**src/rtl/latq_bank_wr_ctrl_pkg.sv**
```systemverilog
// rtl/latq_bank_wr_ctrl_pkg.sv - shared types and helpers for the latch bank write sequencer
// Contents: wr_state_t sequencer states, cnt_w() counter width, onehot() word enable decode.
package latq_wr_pkg;

    typedef enum logic [1:0] {
        IDLE  = 2'd0,
        SETUP = 2'd1,
        PULSE = 2'd2,
        HOLD  = 2'd3
    } wr_state_t;

    // Width of one down-counter that must hold the largest phase length minus one.
    function automatic int cnt_w(input int setup_cyc, input int pulse_cyc, input int hold_cyc);
        int m;
        m = setup_cyc;
        if (pulse_cyc > m) m = pulse_cyc;
        if (hold_cyc > m)  m = hold_cyc;
        return (m > 1) ? $clog2(m) : 1;
    endfunction

    // One-hot word enable; an address outside the bank decodes to all zeros.
    function automatic logic [63:0] onehot(input int unsigned idx, input int unsigned words);
        logic [63:0] v;
        v = '0;
        if (idx < words) v = 64'd1 << idx;
        return v;
    endfunction

endpackage

```
**src/rtl/latq_bank_wr_ctrl_if.sv**
```systemverilog
// rtl/latq_bank_wr_ctrl_if.sv - two-requester write request bundle
// Signals: A_/B_ VALID, READY, ADDR[AW], DATA[WIDTH]. master = requester side, slave = sequencer side.
interface latq_bank_wr_ctrl_if #(
    parameter int WORDS = 8,
    parameter int WIDTH = 8
);
    localparam int AW = $clog2(WORDS);

    logic             A_VALID;
    logic             A_READY;
    logic [AW-1:0]    A_ADDR;
    logic [WIDTH-1:0] A_DATA;
    logic             B_VALID;
    logic             B_READY;
    logic [AW-1:0]    B_ADDR;
    logic [WIDTH-1:0] B_DATA;

    modport master (
        output A_VALID, A_ADDR, A_DATA, B_VALID, B_ADDR, B_DATA,
        input  A_READY, B_READY
    );

    modport slave (
        input  A_VALID, A_ADDR, A_DATA, B_VALID, B_ADDR, B_DATA,
        output A_READY, B_READY
    );
endinterface

```
**src/rtl/latq_bank_wr_ctrl_rr_arb2.sv**
```systemverilog
// rtl/latq_bank_wr_ctrl_rr_arb2.sv - two-way round-robin arbiter
// Ports: i_clk, i_rst (async high), i_a_valid, i_b_valid, i_en (arbitration window),
//        o_a_gnt, o_b_gnt (combinational; a grant is an accept at the next edge).
module latq_rr_arb2 (
    input  logic i_clk,
    input  logic i_rst,
    input  logic i_a_valid,
    input  logic i_b_valid,
    input  logic i_en,
    output logic o_a_gnt,
    output logic o_b_gnt
);
    // 0: A wins a tie, 1: B wins a tie.
    logic r_ptr_b;

    assign o_a_gnt = i_en & i_a_valid & (~i_b_valid | ~r_ptr_b);
    assign o_b_gnt = i_en & i_b_valid & (~i_a_valid |  r_ptr_b);

    // Priority passes to the side that did not win, even when it was not requesting.
    always_ff @(posedge i_clk or posedge i_rst) begin
        if (i_rst) begin
            r_ptr_b <= 1'b0;
        end else if (o_a_gnt) begin
            r_ptr_b <= 1'b1;
        end else if (o_b_gnt) begin
            r_ptr_b <= 1'b0;
        end
    end
endmodule

```
**src/rtl/latq_bank_wr_ctrl.sv**
```systemverilog
// rtl/latq_bank_wr_ctrl.sv - write sequencer and arbiter for a bank of transparent-high latches
// Ports: CLK, RST (async high); bus (slave modport of latq_bank_wr_ctrl_if, two requesters);
//        LAT_D shared latch data, LAT_E one-hot word enables, BUSY, GNT_B (owner of last write).
// Optional (LATQ_WR_RDBK_EN): LAT_Q latch outputs in, RD_ADDR in, RD_DATA registered word out,
//        CMP_ERR one-cycle pulse when the written word reads back different from LAT_D.
module latq_bank_wr_ctrl
    import latq_wr_pkg::*;
#(
    parameter int WORDS     = 8,
    parameter int WIDTH     = 8,
    parameter int SETUP_CYC = 1,
    parameter int PULSE_CYC = 2,
    parameter int HOLD_CYC  = 1
) (
    input  logic                   CLK,
    input  logic                   RST,
    latq_bank_wr_ctrl_if.slave     bus,
`ifdef LATQ_WR_RDBK_EN
    input  logic [WORDS*WIDTH-1:0] LAT_Q,
    input  logic [$clog2(WORDS)-1:0] RD_ADDR,
    output logic [WIDTH-1:0]       RD_DATA,
    output logic                   CMP_ERR,
`endif
    output logic [WIDTH-1:0]       LAT_D,
    output logic [WORDS-1:0]       LAT_E,
    output logic                   BUSY,
    output logic                   GNT_B
);
    localparam int AW = $clog2(WORDS);
    localparam int CW = cnt_w(SETUP_CYC, PULSE_CYC, HOLD_CYC);

    wr_state_t        r_state;
    logic [CW-1:0]    r_cnt;
    logic [AW-1:0]    r_addr;
    logic [WIDTH-1:0] r_lat_d;
    logic [WORDS-1:0] r_lat_e;
    logic             r_busy;
    logic             r_gnt_b;
    logic             w_a_gnt;
    logic             w_b_gnt;

    latq_rr_arb2 u_arb (
        .i_clk     (CLK),
        .i_rst     (RST),
        .i_a_valid (bus.A_VALID),
        .i_b_valid (bus.B_VALID),
        .i_en      (r_state == IDLE),
        .o_a_gnt   (w_a_gnt),
        .o_b_gnt   (w_b_gnt)
    );

    assign bus.A_READY = w_a_gnt;
    assign bus.B_READY = w_b_gnt;

    // Latch pins come straight from flops so LAT_E cannot glitch.
    assign LAT_D = r_lat_d;
    assign LAT_E = r_lat_e;
    assign BUSY  = r_busy;
    assign GNT_B = r_gnt_b;

    always_ff @(posedge CLK or posedge RST) begin
        if (RST) begin
            r_state <= IDLE;
            r_cnt   <= '0;
            r_addr  <= '0;
            r_lat_d <= '0;
            r_lat_e <= '0;
            r_busy  <= 1'b0;
            r_gnt_b <= 1'b0;
        end else begin
            case (r_state)
                IDLE: begin
                    if (w_a_gnt || w_b_gnt) begin
                        r_addr  <= w_b_gnt ? bus.B_ADDR : bus.A_ADDR;
                        r_lat_d <= w_b_gnt ? bus.B_DATA : bus.A_DATA;
                        r_gnt_b <= w_b_gnt;
                        r_busy  <= 1'b1;
                        r_cnt   <= CW'(SETUP_CYC - 1);
                        r_state <= SETUP;
                    end
                end
                SETUP: begin
                    if (r_cnt == '0) begin
                        r_lat_e <= WORDS'(onehot(32'(r_addr), WORDS));
                        r_cnt   <= CW'(PULSE_CYC - 1);
                        r_state <= PULSE;
                    end else begin
                        r_cnt <= r_cnt - 1'b1;
                    end
                end
                PULSE: begin
                    if (r_cnt == '0) begin
                        r_lat_e <= '0;
                        r_cnt   <= CW'(HOLD_CYC - 1);
                        r_state <= HOLD;
                    end else begin
                        r_cnt <= r_cnt - 1'b1;
                    end
                end
                HOLD: begin
                    if (r_cnt == '0) begin
                        r_busy  <= 1'b0;
                        r_state <= IDLE;
                    end else begin
                        r_cnt <= r_cnt - 1'b1;
                    end
                end
                default: r_state <= IDLE;
            endcase
        end
    end

`ifdef LATQ_WR_RDBK_EN
    logic [WIDTH-1:0] r_rd_data;
    logic             r_cmp_err;
    logic [WIDTH-1:0] w_rd_word;
    logic [WIDTH-1:0] w_wr_word;
    logic             w_wr_in_bank;

    assign w_rd_word    = (32'(RD_ADDR) < WORDS) ? LAT_Q[32'(RD_ADDR)*WIDTH +: WIDTH] : '0;
    assign w_wr_in_bank = 32'(r_addr) < WORDS;
    assign w_wr_word    = w_wr_in_bank ? LAT_Q[32'(r_addr)*WIDTH +: WIDTH] : '0;

    // The latch closed at the end of PULSE, so by the last HOLD cycle it shows the stored word.
    always_ff @(posedge CLK or posedge RST) begin
        if (RST) begin
            r_rd_data <= '0;
            r_cmp_err <= 1'b0;
        end else begin
            r_rd_data <= w_rd_word;
            r_cmp_err <= (r_state == HOLD) && (r_cnt == '0) && w_wr_in_bank
                         && (w_wr_word != r_lat_d);
        end
    end

    assign RD_DATA = r_rd_data;
    assign CMP_ERR = r_cmp_err;
`endif

endmodule

```
**src/flat_wrapper.sv**
```systemverilog
// flat-port wrapper written by rule: the top's interface ports become plain ports
module latq_bank_wr_ctrl_flat import latq_wr_pkg::*;
#(
    parameter int WORDS     = 8,
    parameter int WIDTH     = 8,
    parameter int SETUP_CYC = 1,
    parameter int PULSE_CYC = 2,
    parameter int HOLD_CYC  = 1
)
  (CLK, RST, LAT_D, LAT_E, BUSY, GNT_B, bus_A_VALID, bus_A_ADDR, bus_A_DATA, bus_B_VALID, bus_B_ADDR, bus_B_DATA, bus_A_READY, bus_B_READY);
  latq_bank_wr_ctrl_if #(.WORDS(WORDS), .WIDTH(WIDTH)) bus_i ();
  input  logic CLK;
  input  logic RST;
  output logic [WIDTH-1:0] LAT_D;
  output logic [WORDS-1:0] LAT_E;
  output logic BUSY;
  output logic GNT_B;
  input wire logic [$bits(bus_i.A_VALID)-1:0] bus_A_VALID;
  input wire logic [$bits(bus_i.A_ADDR)-1:0] bus_A_ADDR;
  input wire logic [$bits(bus_i.A_DATA)-1:0] bus_A_DATA;
  input wire logic [$bits(bus_i.B_VALID)-1:0] bus_B_VALID;
  input wire logic [$bits(bus_i.B_ADDR)-1:0] bus_B_ADDR;
  input wire logic [$bits(bus_i.B_DATA)-1:0] bus_B_DATA;
  output wire logic [$bits(bus_i.A_READY)-1:0] bus_A_READY;
  output wire logic [$bits(bus_i.B_READY)-1:0] bus_B_READY;
  assign bus_i.A_VALID = bus_A_VALID;
  assign bus_i.A_ADDR = bus_A_ADDR;
  assign bus_i.A_DATA = bus_A_DATA;
  assign bus_i.B_VALID = bus_B_VALID;
  assign bus_i.B_ADDR = bus_B_ADDR;
  assign bus_i.B_DATA = bus_B_DATA;
  assign bus_A_READY = bus_i.A_READY;
  assign bus_B_READY = bus_i.B_READY;
  latq_bank_wr_ctrl #(.WORDS(WORDS), .WIDTH(WIDTH), .SETUP_CYC(SETUP_CYC), .PULSE_CYC(PULSE_CYC), .HOLD_CYC(HOLD_CYC)) u_core (.CLK(CLK), .RST(RST), .bus(bus_i), .LAT_D(LAT_D), .LAT_E(LAT_E), .BUSY(BUSY), .GNT_B(GNT_B));
endmodule
```
**config.mk**
```make
export PLATFORM = sky130hd
export DESIGN_NAME = latq_bank_wr_ctrl_flat
export DESIGN_NICKNAME = d
export VERILOG_FILES = /design/src/rtl/latq_bank_wr_ctrl_pkg.sv /design/src/rtl/latq_bank_wr_ctrl_if.sv /design/src/rtl/latq_bank_wr_ctrl_rr_arb2.sv /design/src/rtl/latq_bank_wr_ctrl.sv /design/src/flat_wrapper.sv
export SDC_FILE = /design/constraint.sdc
export NUM_CORES = 1
export LEC_CHECK = 0
export CORE_MARGIN = 5
export CORE_UTILIZATION = 25
export CTS_CLUSTER_SIZE = 16
export DETAILED_ROUTE_END_ITERATION = 8
export HOLD_SLACK_MARGIN = 0.02
export PLACE_DENSITY_LB_ADDON = 0.25
export REMOVE_ABC_BUFFERS = 1
export SKIP_LAST_GASP = 1
export SYNTH_ARGS = -nofsm -noshare
export SYNTH_HDL_FRONTEND = slang
export SYNTH_SLANG_ARGS = --single-unit
export TNS_END_PERCENT = 1
```
**constraint.sdc**
```tcl
create_clock -name CLK -period 1.9 [get_ports CLK]
set_input_delay 0.475 -clock CLK [delete_from_list [all_inputs] [get_ports CLK]]
set_output_delay 0.475 -clock CLK [all_outputs]
set_load 0.03 [all_outputs]
```
==> impl_metrics.py, run 1 <==
metrics = {
    "grt": {
        "grt_max_degree": 26,
        "grt_pass1_vias": 1185,
        "overflow": 0,
        "antenna_found_initial": 0,
        "grt_usage_pct": 10.1,
        "grt_pass1_wl_um": 5410,
    },
    "sta": {
        "fmax_mhz": 544,
        "finalCriticalPeriod_ps": 1840,
        "slew_headroom_pct": 74.8,
        "finClkSkew_ps": 10.5,
        "min_period_over_period_pct": 96.7,
        "maxSlewViolCount": 0,
        "worst_pin_slew_ps": 378,
        "setup_viol": 0,
        "hold_viol": 0,
        "layout_setup_ws_ps": 63.2,
    },
    "job": {
        "maxCapViolations": 0,
    },
    "critical_path": {
        "worstSetupPathType": "register to output pin",
        "critical_path_required_ps": 1420,
        "end_kind": "output pin",
        "crit_path_start": "u_core.r_state[0]",
        "rr_worst_depth": 6,
        "reg2reg_slack_ps": 140,
        "crit_fanout": 6,
        "startpoint_type": "register",
        "critPathCapture": "bus_A_READY",
        "crit_arrival_ps": 1360,
        "worstReg2RegStart": "u_core.r_state[0]",
        "r2r_end": "u_core.LAT_E[1]",
    },
    "cells_and_area": {
        "syn_to_final_growth_pct": 54.1,
        "fillCellCount": 527,
        "multiInputGateArea_um2": 643,
        "layout.nets": 215,
        "drive_above_1_share_pct": 18.0,
        "insertedDiodeCount": 0,
        "seq_area_um2": 626,
        "final_cells": 253,
        "final_area_mm2": 0.00199,
    },
    "placed_design": {
        "detailedPlace.worstSlack_ps": -70.6,
        "gp_congestion": 0.796,
        "dpl_cell_area_mm2": 0.00188,
        "place_hpwl_um": 2380,
        "placedCellCount": 244,
        "io_buffers": 45,
    },
    "synthesis": {
        "yosys.area.top_type": "dfrtp_1",
        "synth-compound-area-share_pct": 16.0,
        "synth_top_family_by_area": "simple AND/OR/NAND/NOR gates",
        "syn_area_mm2": 0.00129,
        "synth_xor_area_share_pct": 0,
        "synthTopCellsByArea": "dfrtp_1 (48%), or3b_1 (8.1%), mux2_2 (6.1%)",
        "syn_avg_cell_area_um2": 10.2,
        "yosysSeqAreaShare_pct": 48.4,
        "syn_inst": 127,
        "ys.warnings.count": 0,
        "synthMuxAreaShare_pct": 6.96,
        "synthAdderAreaFrac_pct": 4.84,
        "ys_ff_latch": 25,
        "synth_top_area_share_pct": 48.4,
        "synth-simple-area-share_pct": 20.5,
        "synth_cell_type_count": 29,
    },
    "drt": {
        "ant_nets": 0,
        "vias": 1144,
        "drcViolationCount": 0,
        "firstDrtPassIters": 4,
        "drtIter0Drc": 43,
        "vias_per_cell": 4.52,
        "wl_per_cell_um": 12.4,
        "wl_um": 3140,
    },
    "power": {
        "power_density_mw_per_mm2": 1610,
        "ir_drop_v": 0.000578,
        "power_mw": 3.20,
        "power.leakage_nw": 0.839,
    },
    "floorplanning": {
        "coreArea_mm2": 0.00507,
        "fp.dieH_um": 81.9,
        "io_pins": 46,
        "row_count": 26,
        "die_x_um": 81.9,
        "initial_core_util_pct": 25.5,
        "die_area_mm2": 0.00671,
    },
    "cts": {
        "clk_path_buf_depth": 2,
        "cts_root_buffer": "clkbuf_8",
        "clk_pin_slew_ps": 100,
        "cts_tree": "done",
        "htreeDepth": 1,
        "cts.sinks": 25,
        "insertion_delay_ps": 270,
        "cts_buffers": 3,
        "hold_buffers": 0,
    },
    "hold_path": {
        "hp-class": "register to register",
    },
    "status": {
        "status": "finished, final reports clean",
    },
}
-- placed cells by master (no fill, tap or decap), types with 2 or more instances in the layout --
cell,Yosys,final
buf_4,0,11
a21o_1,2,2
dfrtp_1,25,25
o31ai_1,2,2
or3b_1,12,12
nor3_1,4,4
buf_12,0,2
o21ai_0,10,10
clkdlybuf4s50_1,0,41
nand2_1,7,7
nor2_1,15,14
o21ai_1,4,4
inv_2,0,2
ha_1,5,4
buf_6,1,2
a31oi_1,11,11
mux2_2,7,7
nand2b_1,3,3
clkbuf_8,0,3
-- repair_timing --
item	4_1_cts	5_1_grt
setup endpoints to repair	2	2
setup buffers	0	5
pin swaps	0	1
hold endpoints to repair	0	0
gates resized for setup	5	5
-- layer usage --
layer  up-vias  global-route usage, %  part of all wire, %
met5         -                      0                    0
met4         0                   1.83                 0.35
met1       540                   12.3                   41
li1        571                      -                    -
met3         2                   3.62                  9.4
met2        31                   17.2                   49
-- registers in the layout, summed over array words and instances, names as in the netlist --
register              count
u_core.r_state            2
u_core.GNT_B              1
u_core.r_cnt              1
u_core.LAT_D              8
u_core.u_arb.r_ptr_b      1
u_core.BUSY               1
u_core.LAT_E              8
u_core.r_addr             3
-- worst min path at each step --
stage / slack [ps] / from / depth (start not counted) / to
after floorplan: 500 / RST / 1 / u_core.BUSY
after detailed placement: 480 / u_core.GNT_B / 1 / u_core.GNT_B
final: 490 / u_core.GNT_B / 1 / u_core.GNT_B
after global placement: 460 / u_core.GNT_B / 1 / u_core.GNT_B
after global routing: 520 / u_core.LAT_E[1] / 1 / u_core.LAT_E[1]
after CTS: 500 / u_core.GNT_B / 1 / u_core.GNT_B
-- cells in the mapped netlist --
library cell	instances
a211oi_1	1
a21o_1	2
a21oi_1	1
a31oi_1	11
a32oi_1	1
buf_2	1
buf_6	1
clkbuf_1	3
clkbuf_2	1
dfrtp_1	25
ha_1	5
inv_1	3
mux2_1	1
mux2_2	7
nand2_1	7
nand2_2	1
nand2b_1	3
nand3_1	1
nor2_1	15
nor2b_4	1
nor3_1	4
nor3b_1	1
nor4_1	1
o21a_1	1
o21ai_0	10
o21ai_1	4
o2bb2ai_1	1
o31ai_1	2
or3b_1	12
-- kinds of logic after synthesis --
family | after synthesis
buf+inv | 9
compound gates | 34
flops | 25
mux | 8
simple gates | 46
fa+ha+maj | 5
-- layout make-up --
type	instances	share of cell area [%]
repair buffers	58	28.9
flip-flops and latches	25	31.4
well taps	70	4.39
inverters	3	0.565
clock buffers	3	2.07
clock inverters	1	0.377
multi-input cells	93	32.3
-- worst max-delay path: stages (launching register included) --
cell and delay (ps):
dfrtp_1 430, inv_2 120, ha_4 170, nand2_1 60, a21oi_2 150, buf_6 150
-- per-stage QoR --
step,TNS [ps],hold WS (ps),utilization (%)
floorplan,0,502,-
global placement,-27.6,461,37.0
detailed placement,-446,477,37.0
CTS,0,497,38.3
global route,-47.8,519,39.3
finish,0,490,39.3
-- report_power, final --
| part | internal, mW | switching [mW] |
|---|---|---|
| Clock | 0.148 | 0.176 |
| Combinational | 0.909 | 1.01 |
| Sequential | 0.776 | 0.182 |
| Total | 1.83 | 1.37 |
(Power assumes the default switching activity.)
==> run 2, diff against run 1 <==
--- a/config.mk
+++ b/config.mk
@@ -5,8 +5,9 @@
 export SDC_FILE = /design/constraint.sdc
 export NUM_CORES = 1
 export LEC_CHECK = 0
+export CAP_MARGIN = 5
 export CORE_MARGIN = 5
-export CORE_UTILIZATION = 25
+export CORE_UTILIZATION = 44
 export CTS_CLUSTER_SIZE = 16
 export DETAILED_ROUTE_END_ITERATION = 8
 export HOLD_SLACK_MARGIN = 0.02
==> run 2 against run 1 <==
Effect of this change: the flow now finishes with violations (setup timing); first-iteration DRC count shrank 40%; clock skew is essentially flat; global-route usage grew 5.1 points; wire length shrank 3.2%; sequential power is essentially flat; flip-flop and latch count is the same; utilization grew 30 points; register-to-register slack gained 50 ps; total power shrank 3.2%; die area shrank 39%; largest power group unchanged.
==> impl_metrics.py, run 2 (synthesized netlist as in run 1, its figures left out) <==
metrics = {
    "status": {
        "status": "finished, violations left",
        "violations": "setup timing",
    },
    "grt": {
        "antenna_found_initial": 0,
        "grtUsageMet3_pct": 4.03,
        "overflow": 0,
        "use_met1_pct": 19.7,
        "grt_max_degree": 26,
        "use_met2_pct": 24.6,
        "grt_usage_pct": 15.1,
        "grt_busiest_layer": "met2",
        "grt_pass1_vias": 1151,
        "grt_pass1_wl_um": 5040,
    },
    "floorplanning": {
        "die_x_um": 64.2,
        "fp.dieH_um": 64.2,
        "io_pins": 46,
        "die_area_mm2": 0.00412,
        "initial_core_util_pct": 46.5,
        "row_count": 19,
        "coreArea_mm2": 0.00278,
    },
    "placed_design": {
        "io_buffers": 45,
        "place_hpwl_um": 2180,
        "gp_congestion": 0.792,
        "detailedPlace.worstSlack_ps": -12.8,
    },
    "power": {
        "power.leakage_nw": 0.830,
        "power_mw": 3.10,
        "power_density_mw_per_mm2": 1610,
        "ir_drop_v": 0.00128,
    },
    "critical_path": {
        "rr_worst_depth": 5,
        "startpoint_type": "primary input",
        "reg2reg_slack_ps": 190,
        "worstSetupPathType": "primary input to output pin",
        "critical_path_required_ps": 1420,
        "crit_arrival_ps": 1430,
        "end_kind": "output pin",
        "r2r_end": "u_core.LAT_E[1]",
        "worstReg2RegStart": "u_core.r_state[0]",
        "crit_path_start": "bus_B_VALID",
        "critPathCapture": "bus_B_READY",
        "crit_fanout": 3,
    },
    "cts": {
        "cts_root_buffer": "clkbuf_4",
        "htreeDepth": 1,
        "cts_tree": "done",
        "cts_buffers": 3,
        "insertion_delay_ps": 320,
        "clk_path_buf_depth": 2,
        "hold_buffers": 0,
        "clk_pin_slew_ps": 130,
        "cts.sinks": 25,
    },
    "sta": {
        "finClkSkew_ps": 10.0,
        "maxSlewViolCount": 0,
        "rsz0062_at_grt": "yes",
        "slew_headroom_pct": 75.2,
        "finalCriticalPeriod_ps": 1910,
        "worst_pin_slew_ps": 371,
        "hold_viol": 0,
        "min_period_over_period_pct": 101,
        "fmax_mhz": 524,
        "layout_setup_ws_ps": -9.88,
        "setup_viol": 1,
    },
    "hold_path": {
        "hp-class": "primary input to asynchronous set/reset pin",
    },
    "cells_and_area": {
        "mostFrequentLayoutCell": "clkdlybuf4s50_1",
        "mostFrequentLayoutCells": "clkdlybuf4s50_1 (41), dfrtp_1 (25), nor2_1 (14), or3b_1 (12), a31oi_1 (11)",
        "insertedDiodeCount": 0,
        "layout.nets": 213,
        "drive_above_1_share_pct": 17.1,
        "syn_to_final_growth_pct": 48.8,
    },
    "drt": {
        "drtIter0Drc": 26,
        "wl_um": 3040,
        "ant_nets": 0,
        "drcViolationCount": 0,
        "vias_per_cell": 5.56,
        "firstDrtPassIters": 4,
        "wl_per_cell_um": 14.3,
        "vias": 1179,
    },
    "job": {
        "maxCapViolations": 0,
    },
}
==> run 2: cell types whose count changed in the layout (fill, tap and decap cells not counted), sizes merged <==
cell	change
dlygate4sd2	-1
buf	-2
dlymetal6s2s	+1
clkinvlp	-1
clkbuf	+1
==> run 2: worst min path at each step <==
stage                       from                   end
floorplan                    RST           u_core.BUSY
global placement    u_core.GNT_B          u_core.GNT_B
detailed placement  u_core.GNT_B          u_core.GNT_B
CTS                          RST  u_core.u_arb.r_ptr_b
global route                 RST  u_core.u_arb.r_ptr_b
finish                       RST      u_core.r_addr[0]
==> run 2: layout make-up <==
type                       instances  area, um2
clock buffer                       4       26.3
fill                             243        856
inverter                           3       11.3
multi-input combinational         93        658
sequential                        25        626
tap                               31       38.8
timing repair buffer              56        566
==> run 2: timing repair <==
action	CTS	global route
setup buffers	2	2
endpoints found under the setup margin	2	8
pin swaps	0	1
resized for setup	5	8
==> run 2: per-layer routing <==
layer | up-vias | wire (um)
met2 | 39 | 1490
met1 | 567 | 1340
met5 | - | 0
li1 | 571 | -
met4 | 0 | 19
met3 | 2 | 189
==> run 2: where the power goes <==
part           internal (mW)  switching, mW  total [mW]  leakage (nW)
logic                  0.899           1.01        1.91         0.513
clock network         0.0820          0.151       0.233        0.0150
registers              0.775          0.183       0.958         0.303
==> run 2: critical path, stage by stage <==
cell and delay (ps):
clkdlybuf4s50_1 570, nand2_2 110, nor2_4 140, buf_6 140
==> run 2: per-stage QoR <==
step	util, %	setup TNS, ps	hold WS (ps)	instance area, um2	instances
after floorplan	-	0	502	1260	121
after global placement	65.5	0	470	1820	204
after detailed placement	65.5	-12.8	477	1820	204
after CTS	67.6	-2.88	509	1880	210
after global routing	69.2	-181	529	1930	212
final	69.2	-9.88	503	1930	212
==> run 3, diff against run 2 <==
--- a/config.mk
+++ b/config.mk
@@ -13,6 +13,7 @@
 export HOLD_SLACK_MARGIN = 0.02
 export PLACE_DENSITY_LB_ADDON = 0.25
 export REMOVE_ABC_BUFFERS = 1
+export SETUP_SLACK_MARGIN = 0.02
 export SKIP_LAST_GASP = 1
 export SYNTH_ARGS = -nofsm -noshare
 export SYNTH_HDL_FRONTEND = slang
==> results of run 3 <==
No change in the layout: final DEF, timing and power equal those of run 2.
